### config.mk
export PLATFORM = sky130hd
export DESIGN_NAME = verif_disparo
export DESIGN_NICKNAME = d
export VERILOG_FILES = /design/src/rtl/battleship_pkg.sv /design/src/rtl/cell_count.sv /design/src/rtl/verif_disparo.sv
export SDC_FILE = /design/constraint.sdc
export NUM_CORES = 1
export LEC_CHECK = 0
export CAP_MARGIN = 10
export CORE_ASPECT_RATIO = 0.75
export CORE_MARGIN = 2
export CORE_UTILIZATION = 44
export DETAILED_ROUTE_END_ITERATION = 10
export HOLD_SLACK_MARGIN = 0.1
export PLACE_DENSITY = 0.72
export SLEW_MARGIN = 25
export SYNTH_ARGS = -nofsm -noshare
export SYNTH_HDL_FRONTEND = slang
export SYNTH_SLANG_ARGS = --single-unit
### constraint.sdc
create_clock -name clk -period 4.9 [get_ports clk]
set_input_delay 0.735 -clock clk [delete_from_list [all_inputs] [get_ports clk]]
set_output_delay 0.735 -clock clk [all_outputs]
set_load 0.005 [all_outputs]
### src/rtl/battleship_pkg.sv
// Types shared by the battleship game stages: board size, shot-resolution
// FSM states and the shot result code seen by the main game FSM.
package battleship_pkg;

  localparam int ROWS = 5;
  localparam int COLS = 5;

  typedef enum logic [2:0] {
    ST_IDLE,
    ST_LOOKUP,
    ST_UPDATE,
    ST_REPORT,
    ST_OVER
  } state_t;

  typedef enum logic [1:0] {
    RES_MISS,
    RES_HIT,
    RES_REPEAT,
    RES_INVALID
  } shot_res_t;

endpackage

### src/rtl/cell_count.sv
// Combinational population count of an N-bit occupancy map.
module cell_count #(
  parameter int N = 25,
  parameter int W = 5
) (
  input  logic [N-1:0] bits_i,
  output logic [W-1:0] count_o
);

  always_comb begin
    count_o = '0;
    for (int i = 0; i < N; i++) begin
      count_o = count_o + W'(bits_i[i]);
    end
  end

endmodule

### src/rtl/verif_disparo.sv
// Shot-resolution stage: looks a shot up in the latched ship map, updates
// the hit/shot maps and remaining-cell count, and reports the result.
module verif_disparo #(
  parameter  int ROWS  = battleship_pkg::ROWS,
  parameter  int COLS  = battleship_pkg::COLS,
  localparam int CELLS = ROWS * COLS,
  localparam int CW    = $clog2(CELLS + 1)
) (
  input  logic             clk,
  input  logic             rst,
  input  logic             load,
  input  logic [CELLS-1:0] ship_map,
  input  logic             shot_valid,
  input  logic [2:0]       shot_row,
  input  logic [2:0]       shot_col,
  output logic             shot_ready,
  output logic             res_valid,
  output logic             res_hit,
  output logic             res_repeat,
  output logic             res_invalid,
  output logic [CW-1:0]    cells_left,
  output logic [CELLS-1:0] hit_map,
  output logic [CELLS-1:0] shot_map,
  output logic             all_sunk
);

  import battleship_pkg::*;

  state_t           state_q;
  shot_res_t        code_q;
  logic [CELLS-1:0] ship_q, hit_q, shot_q;
  logic [CW-1:0]    cells_q;
  logic [2:0]       row_q, col_q;
  logic [4:0]       idx_q;
  logic             inv_q, occ_q, rep_q;
  logic             loaded_q, all_sunk_q;
  logic             res_valid_q, res_hit_q, res_rep_q, res_inv_q;

  logic [CW-1:0]    load_count_d;
  logic [4:0]       idx_d;
  logic             inv_d;

  cell_count #(.N(CELLS), .W(CW)) u_cell_count (
    .bits_i  (ship_map),
    .count_o (load_count_d)
  );

  // Index is deliberately 5 bits; off-board coordinates may alias, so the
  // lookup results are masked by inv_d below.
  assign idx_d = 5'(row_q) * 5'(COLS) + 5'(col_q);
  assign inv_d = (32'(row_q) >= ROWS) || (32'(col_q) >= COLS);

  always_ff @(posedge clk) begin
    if (rst) begin
      state_q     <= ST_IDLE;
      code_q      <= RES_MISS;
      ship_q      <= '0;
      hit_q       <= '0;
      shot_q      <= '0;
      cells_q     <= '0;
      row_q       <= '0;
      col_q       <= '0;
      idx_q       <= '0;
      inv_q       <= 1'b0;
      occ_q       <= 1'b0;
      rep_q       <= 1'b0;
      loaded_q    <= 1'b0;
      all_sunk_q  <= 1'b0;
      res_valid_q <= 1'b0;
      res_hit_q   <= 1'b0;
      res_rep_q   <= 1'b0;
      res_inv_q   <= 1'b0;
    end else if (load) begin
      // A new board wins over anything in flight.
      ship_q      <= ship_map;
      hit_q       <= '0;
      shot_q      <= '0;
      cells_q     <= load_count_d;
      loaded_q    <= 1'b1;
      all_sunk_q  <= (load_count_d == '0);
      res_valid_q <= 1'b0;
      res_hit_q   <= 1'b0;
      res_rep_q   <= 1'b0;
      res_inv_q   <= 1'b0;
      state_q     <= (load_count_d == '0) ? ST_OVER : ST_IDLE;
    end else begin
      res_valid_q <= 1'b0;
      case (state_q)
        ST_IDLE: begin
          if (shot_valid && loaded_q) begin
            row_q   <= shot_row;
            col_q   <= shot_col;
            state_q <= ST_LOOKUP;
          end
        end
        ST_LOOKUP: begin
          idx_q   <= idx_d;
          inv_q   <= inv_d;
          occ_q   <= !inv_d && ship_q[idx_d];
          rep_q   <= !inv_d && shot_q[idx_d];
          state_q <= ST_UPDATE;
        end
        ST_UPDATE: begin
          if (inv_q) begin
            code_q <= RES_INVALID;
          end else if (rep_q) begin
            code_q <= RES_REPEAT;
          end else begin
            shot_q[idx_q] <= 1'b1;
            if (occ_q) begin
              hit_q[idx_q] <= 1'b1;
              if (cells_q != '0) cells_q <= cells_q - CW'(1);
              code_q <= RES_HIT;
            end else begin
              code_q <= RES_MISS;
            end
          end
          state_q <= ST_REPORT;
        end
        ST_REPORT: begin
          res_valid_q <= 1'b1;
          res_hit_q   <= (code_q == RES_HIT);
          res_rep_q   <= (code_q == RES_REPEAT);
          res_inv_q   <= (code_q == RES_INVALID);
          all_sunk_q  <= (cells_q == '0);
          state_q     <= (cells_q == '0) ? ST_OVER : ST_IDLE;
        end
        ST_OVER: state_q <= ST_OVER;
        default: state_q <= ST_IDLE;
      endcase
    end
  end

  assign shot_ready  = (state_q == ST_IDLE) && loaded_q && !load;
  assign res_valid   = res_valid_q;
  assign res_hit     = res_hit_q;
  assign res_repeat  = res_rep_q;
  assign res_invalid = res_inv_q;
  assign cells_left  = cells_q;
  assign hit_map     = hit_q;
  assign shot_map    = shot_q;
  assign all_sunk    = all_sunk_q;

endmodule

* Yosys cells after proc, flatten, opt, wreduce, memory -nomap -nowiden
Index checks and enable logic that the tools add are counted.
** Storage, ports and cells
- Register bits after elaboration :: 105
- Logic and storage cells :: 112
** Operators by class
- Add/subtract/negate cells :: 26
- Multipliers :: 1
- Magnitude comparators :: 5
- Equal/unequal tests :: 10
- Muxes and demuxes :: 23
- Bitwise logic cells :: 5
- Reduce and logical (&&, ||, !) cells :: 24
** Operators by type and width (count)
- $add 5x1->5 :: 23
- $or 25x25->25 :: 2
- $mux 5 :: 6
- $pmux 3 s5 :: 1
- $lt 5x6->1 const B :: 2
- $mux 3 :: 4
- $bmux 1 s5 :: 2
- $logic_not 5->1 :: 2
- $reduce_bool 2->1 :: 4
- $mux 1 :: 7
- $eq 3x2->1 const B :: 2
- $ge 3x3->1 const B :: 2
- $logic_and 1x1->1 :: 6
- $reduce_and 3->1 :: 2
- $add 5x3->5 :: 1
- $demux 1 s5 :: 1
- $ge 5x1->1 const B :: 1
- $mul 3x3->5 const B :: 1
- $reduce_and 5->1 :: 1
- $reduce_bool 5->1 :: 1
- $sub 5x1->5 const B :: 1
- $eq 2x2->1 const B :: 2
- $mux 2 :: 2
- $ne 2x2->1 const B :: 2
- 12 further kinds :: 16

* Depth between registers and ports, before layout
- Depth in word-level cells :: 27
- Gate-level depth with buffers :: 16
- Gate-level depth less buffers :: 16

* Cells and area by module
Synthesis repeated with hierarchy kept, for this count alone.
** Unflattened totals
- Cell total of the unflattened synthesis :: 527
- Area, all modules :: 5019.8 µm²
** Modules (own cells, without submodules)
- verif_disparo :: times used 1, cells each 456, area an instance 4379.2 µm², seq. area each 2102.0 µm²
- cell_count :: times used 1, cells each 71, area an instance 640.6 µm², seq. area each 0.0 µm²

* Worst setup path before layout
OpenSTA, ideal clock, no wires.
- Kind :: in2reg
- Start point :: in ship_map[0]
- End point :: reg cells_q[4], in the netlist cells_left[4]
- Library setup time :: 0.115 ns
- Arrival time :: 4.558 ns
- Data required time :: 4.785 ns
- Slack :: 0.227 ns
- Cell stages on the path :: 14
- Path buffers :: 0
- Cells stage by stage :: ha_1 > inv_1 > fa_1 > fa_1 > fa_1 > fa_1 > fa_1 > inv_1 > ha_1 > fa_1 > a21o_1 > a21oi_1 > a21oi_1 > o21a_1
** On the way
- Longest elaborated chain between the ends :: 25
** Ends and longest elaborated chain
- from (decl) :: line verif_disparo.sv:12 : input logic [CELLS-1:0] ship_map,
- $add 1x1->2 :: line cell_count.sv:13 : count_o = count_o + W'(bits_i[i]);
- $add 5x1->5 (23 in series) :: line cell_count.sv:13
- $mux 5 :: line verif_disparo.sv:73 : end else if (load) begin
- to (signal assigned) :: line verif_disparo.sv:78 : cells_q <= load_count_d;
- to (signal assigned) :: line verif_disparo.sv:112 : if (cells_q != '0) cells_q <= cells_q - CW'(1);
- to (decl) :: line verif_disparo.sv:32 : logic [CW-1:0] cells_q;
Every way passes these cells.
A chain may end at the register's enable or synchronous reset.

* Worst setup path after layout
- Start point :: in ship_map[1]
- End point :: reg cells_q[3], in the netlist cells_left[3]
Same word-level chain as after synthesis.

==> impl_metrics.toml <==
[setup_path]
r2r_setup_slack_ns = 1.97
slowest_delay_ns = 0.54
critPathArrivalTime_ns = 4.98
crit_fanout = 2
path_buf_inv = 5
reg2reg_to = "rep_q"
path_cells = "dlygate4sd2_1 > ha_1 > inv_1 > fa_1 > fa_2 > inv_1 > fa_1 > fa_1 > inv_1 > fa_1 > inv_1 > ha_1 > a21o_1 > a21oi_2 > xor2_1 > a21oi_1 > o21a_1"
critical-path-top-delay-family = "adder cells"
crit_path_top_delay_cell = "fa_1"
ff2ff_path_depth = 9
crit_type = "in2reg"
end_kind = "flip-flop"
required_ns = 5.15
rr_startpoint = "row_q[0]"
startpoint_type = "input port"

[sta]
setup_viol = 0
max_freq_mhz = 211.0
fin_skew_ns = 0.005360
slew_viol_final = 0
rsz0062_at_grt = "true"
period_share_pct = 96.71
hold_viol_final = 0
fin_ws_ns = 0.1612
max_slew_margin_pct = 44.12
fin_hold_ws_ns = 0.4742
min_period_ns = 4.739
worstMarginPinSlew_ns = 0.8318

[clock_tree]
cts_buffers = 9
clock_sinks = 105
cts-htree-levels = 3
cts.path.max_buffers = 2
cts_hold_buf = 0
worstSkewPairLatency_ns = 0.35
cts_root_buffer = "clkbuf_16"
path_clk_slew_ns = 0.07
cts_tree = "yes"
post_cts_buffers = 0

[grt]
grtUsageTotal_pct = 20.67
antenna_found_initial = 0
grt_max_degree = 59
grt_pass1_vias = 4060
grt_pass1_wl_mm = 20.38
overflow = 0

[route]
finalWirelength_mm = 12.19
vias = 4045
vias_per_cell = 5.288
antenna_left = 0
dr.first_iter.drc_count = 332
drc = 0
firstDrtPassIters = 5
wl_per_cell_um = 15.93

[floorplanning]
num_rows = 33
die_w_um = 128.0
die-area_sq_mm = 0.01241
initial_core_util_pct = 45.84
die_y_um = 96.99
core-area_sq_mm = 0.01107
io_pins = 96

[logic_synthesis]
ys_warn_count = 0
syn-cell-area_sq_mm = 0.005072
synth_cell_types = 44
yosysTopAreaCell = "dfxtp_1"
synth_area_leaders = "dfxtp_1, mux2i_1, nor2_1, fa_1, a21oi_1"
synth_top_area_share_pct = 41.44
synth_fp_nets = 610
synth-seq-cells = 105
yosysSeqAreaShare_pct = 41.44
synthCells = 539
avgSynthCellArea_sq_um = 9.411

[placement]
place_area_sq_mm = 0.006077
dp_cells = 749
gp_congestion = 0.8110
place_ws_ns = -0.5063
hpwl_mm = 9.003
io_buffers = 95

[layout]
fin_nets = 691
design_area_sq_mm = 0.006409
drive_gt1_share_pct = 6.400
final_cell_mix = "nor2_1, dfxtp_1, clkdlybuf4s50_1"
area_growth_pct = 26.34
fill_cells = 988
diodes = 0
layout_commonest_cell = "nor2_1"
finalNonFillerCells = 765

[min_path]
holdPathEnd = "hit_map[0]"
hp-class = "reg2reg"
min_path_cells = 2
worstHoldStart = "hit_map[0]"

[job]
cap_violations = 0

[pwr]
p_leak_nw = 2.607
p_per_area_mw_per_mm2 = 370.1
ir_drop_mv = 0.2257
p_total_mw = 2.372

[outcome]
status = "finished clean"
-- cell usage after synthesis, drive strengths merged --
library cell	number
nor2	113
dfxtp	105
a21oi	64
inv	45
mux2i	43
fa	19
buf	17
ha	17
clkbuf	13
nand2	10
mux4	8
nand3	8
nor3	8
nor3b	8
xnor2	7
a211oi	4
a31oi	4
nand2b	4
nand4	4
o21ai	4
xor2	4
a21o	3
and2	3
nand3b	3
nor2b	3
nor4	3
a2111oi	2
a41oi	2
and3b	2
nor4b	2
o21a	2
o41ai	2
and3	1
or2	1
or4b	1
-- per-stage QoR --
step | utilization (%) | setup TNS [ns]
4_1_cts | 57.67 | 0
6_report | 57.92 | 0
2_1_floorplan | - | 0
3_3_place_gp | 54.92 | -1.369
5_1_grt | 57.92 | -0.004873
3_5_place_dp | 54.92 | -2.306
-- state kept, by name (all words and copies together), names as in the netlist --
| name | count |
|---|---|
| all_sunk | 1 |
| cells_left | 5 |
| code_q | 2 |
| col_q | 3 |
| hit_map | 25 |
| idx_q | 5 |
| inv_q | 1 |
| loaded_q | 1 |
| occ_q | 1 |
| rep_q | 1 |
| res_hit | 1 |
| res_invalid | 1 |
| res_repeat | 1 |
| res_valid | 1 |
| row_q | 3 |
| ship_q | 25 |
| shot_map | 25 |
| state_q | 3 |
-- worst register-to-register path, cell delays in order (launching register included) --
cell and delay (ns):
dfxtp_1 0.40, ha_1 0.26, ha_1 0.31, inv_1 0.06
fa_1 0.47, xnor2_1 0.49, nor2_1 0.21, and2_1 0.20
o41ai_1 0.30, a41oi_1 0.09
-- worst max-delay path by stage --
stage | cells past startpoint | endpoint | start
final | 17 | cells_left[3] | ship_map[1]
after global routing | 17 | cells_left[3] | ship_map[0]
after CTS | 14 | cells_left[4] | ship_map[6]
after detailed placement | 15 | cells_left[4] | ship_map[0]
after global placement | 15 | cells_left[4] | ship_map[0]
after floorplan | 14 | cells_left[4] | ship_map[0]
-- final cells by class --
cell class                      instances  area, sq um  share of cell area, %
Clock buffer                           10        239.0                  3.729
Clock inverter                          6        52.55                 0.8200
Inverter                               45        168.9                  2.636
Multi-Input combinational cell        359         2688                  41.94
Sequential cell                       105         2102                  32.80
Tap cell                              140        175.2                  2.733
Timing Repair Buffer                  100        983.4                  15.35
-- per-layer routing --
metal	wire [um]	GRT usage (%)	vias to the layer above	share of wire, %
met2	5440	31.72	104	45
li1	-	-	1981	-
met5	0	0	-	0
met4	165	5.495	0	1.4
met3	562	4.259	16	4.6
met1	6019	29.68	1944	49
-- power breakdown --
group          switching [mW]  total [mW]  internal (mW)  leakage [nW]
clock network           0.336       0.701          0.365         0.137
logic                   0.374       0.736          0.362          1.62
registers              0.0428       0.935          0.892         0.853
-- what timing repair did --
item,CTS,global route
gates resized for setup,7,3
pin swaps,8,9
setup endpoints to repair,4,4
-- logic make-up (layout without fill, tap and decap cells) --
kind of cell / after synthesis / count (layout) / share of synthesized area, %
compound gates: 87 / 87 / 9.571
xor+xnor: 11 / 11 / 1.899
fa+ha+maj: 36 / 36 / 11.69
buf+inv: 75 / 161 / 6.364
flops: 105 / 105 / 41.44
mux: 51 / 51 / 12.56
simple gates: 174 / 174 / 16.48
Power figures use the tool's default switching activity.
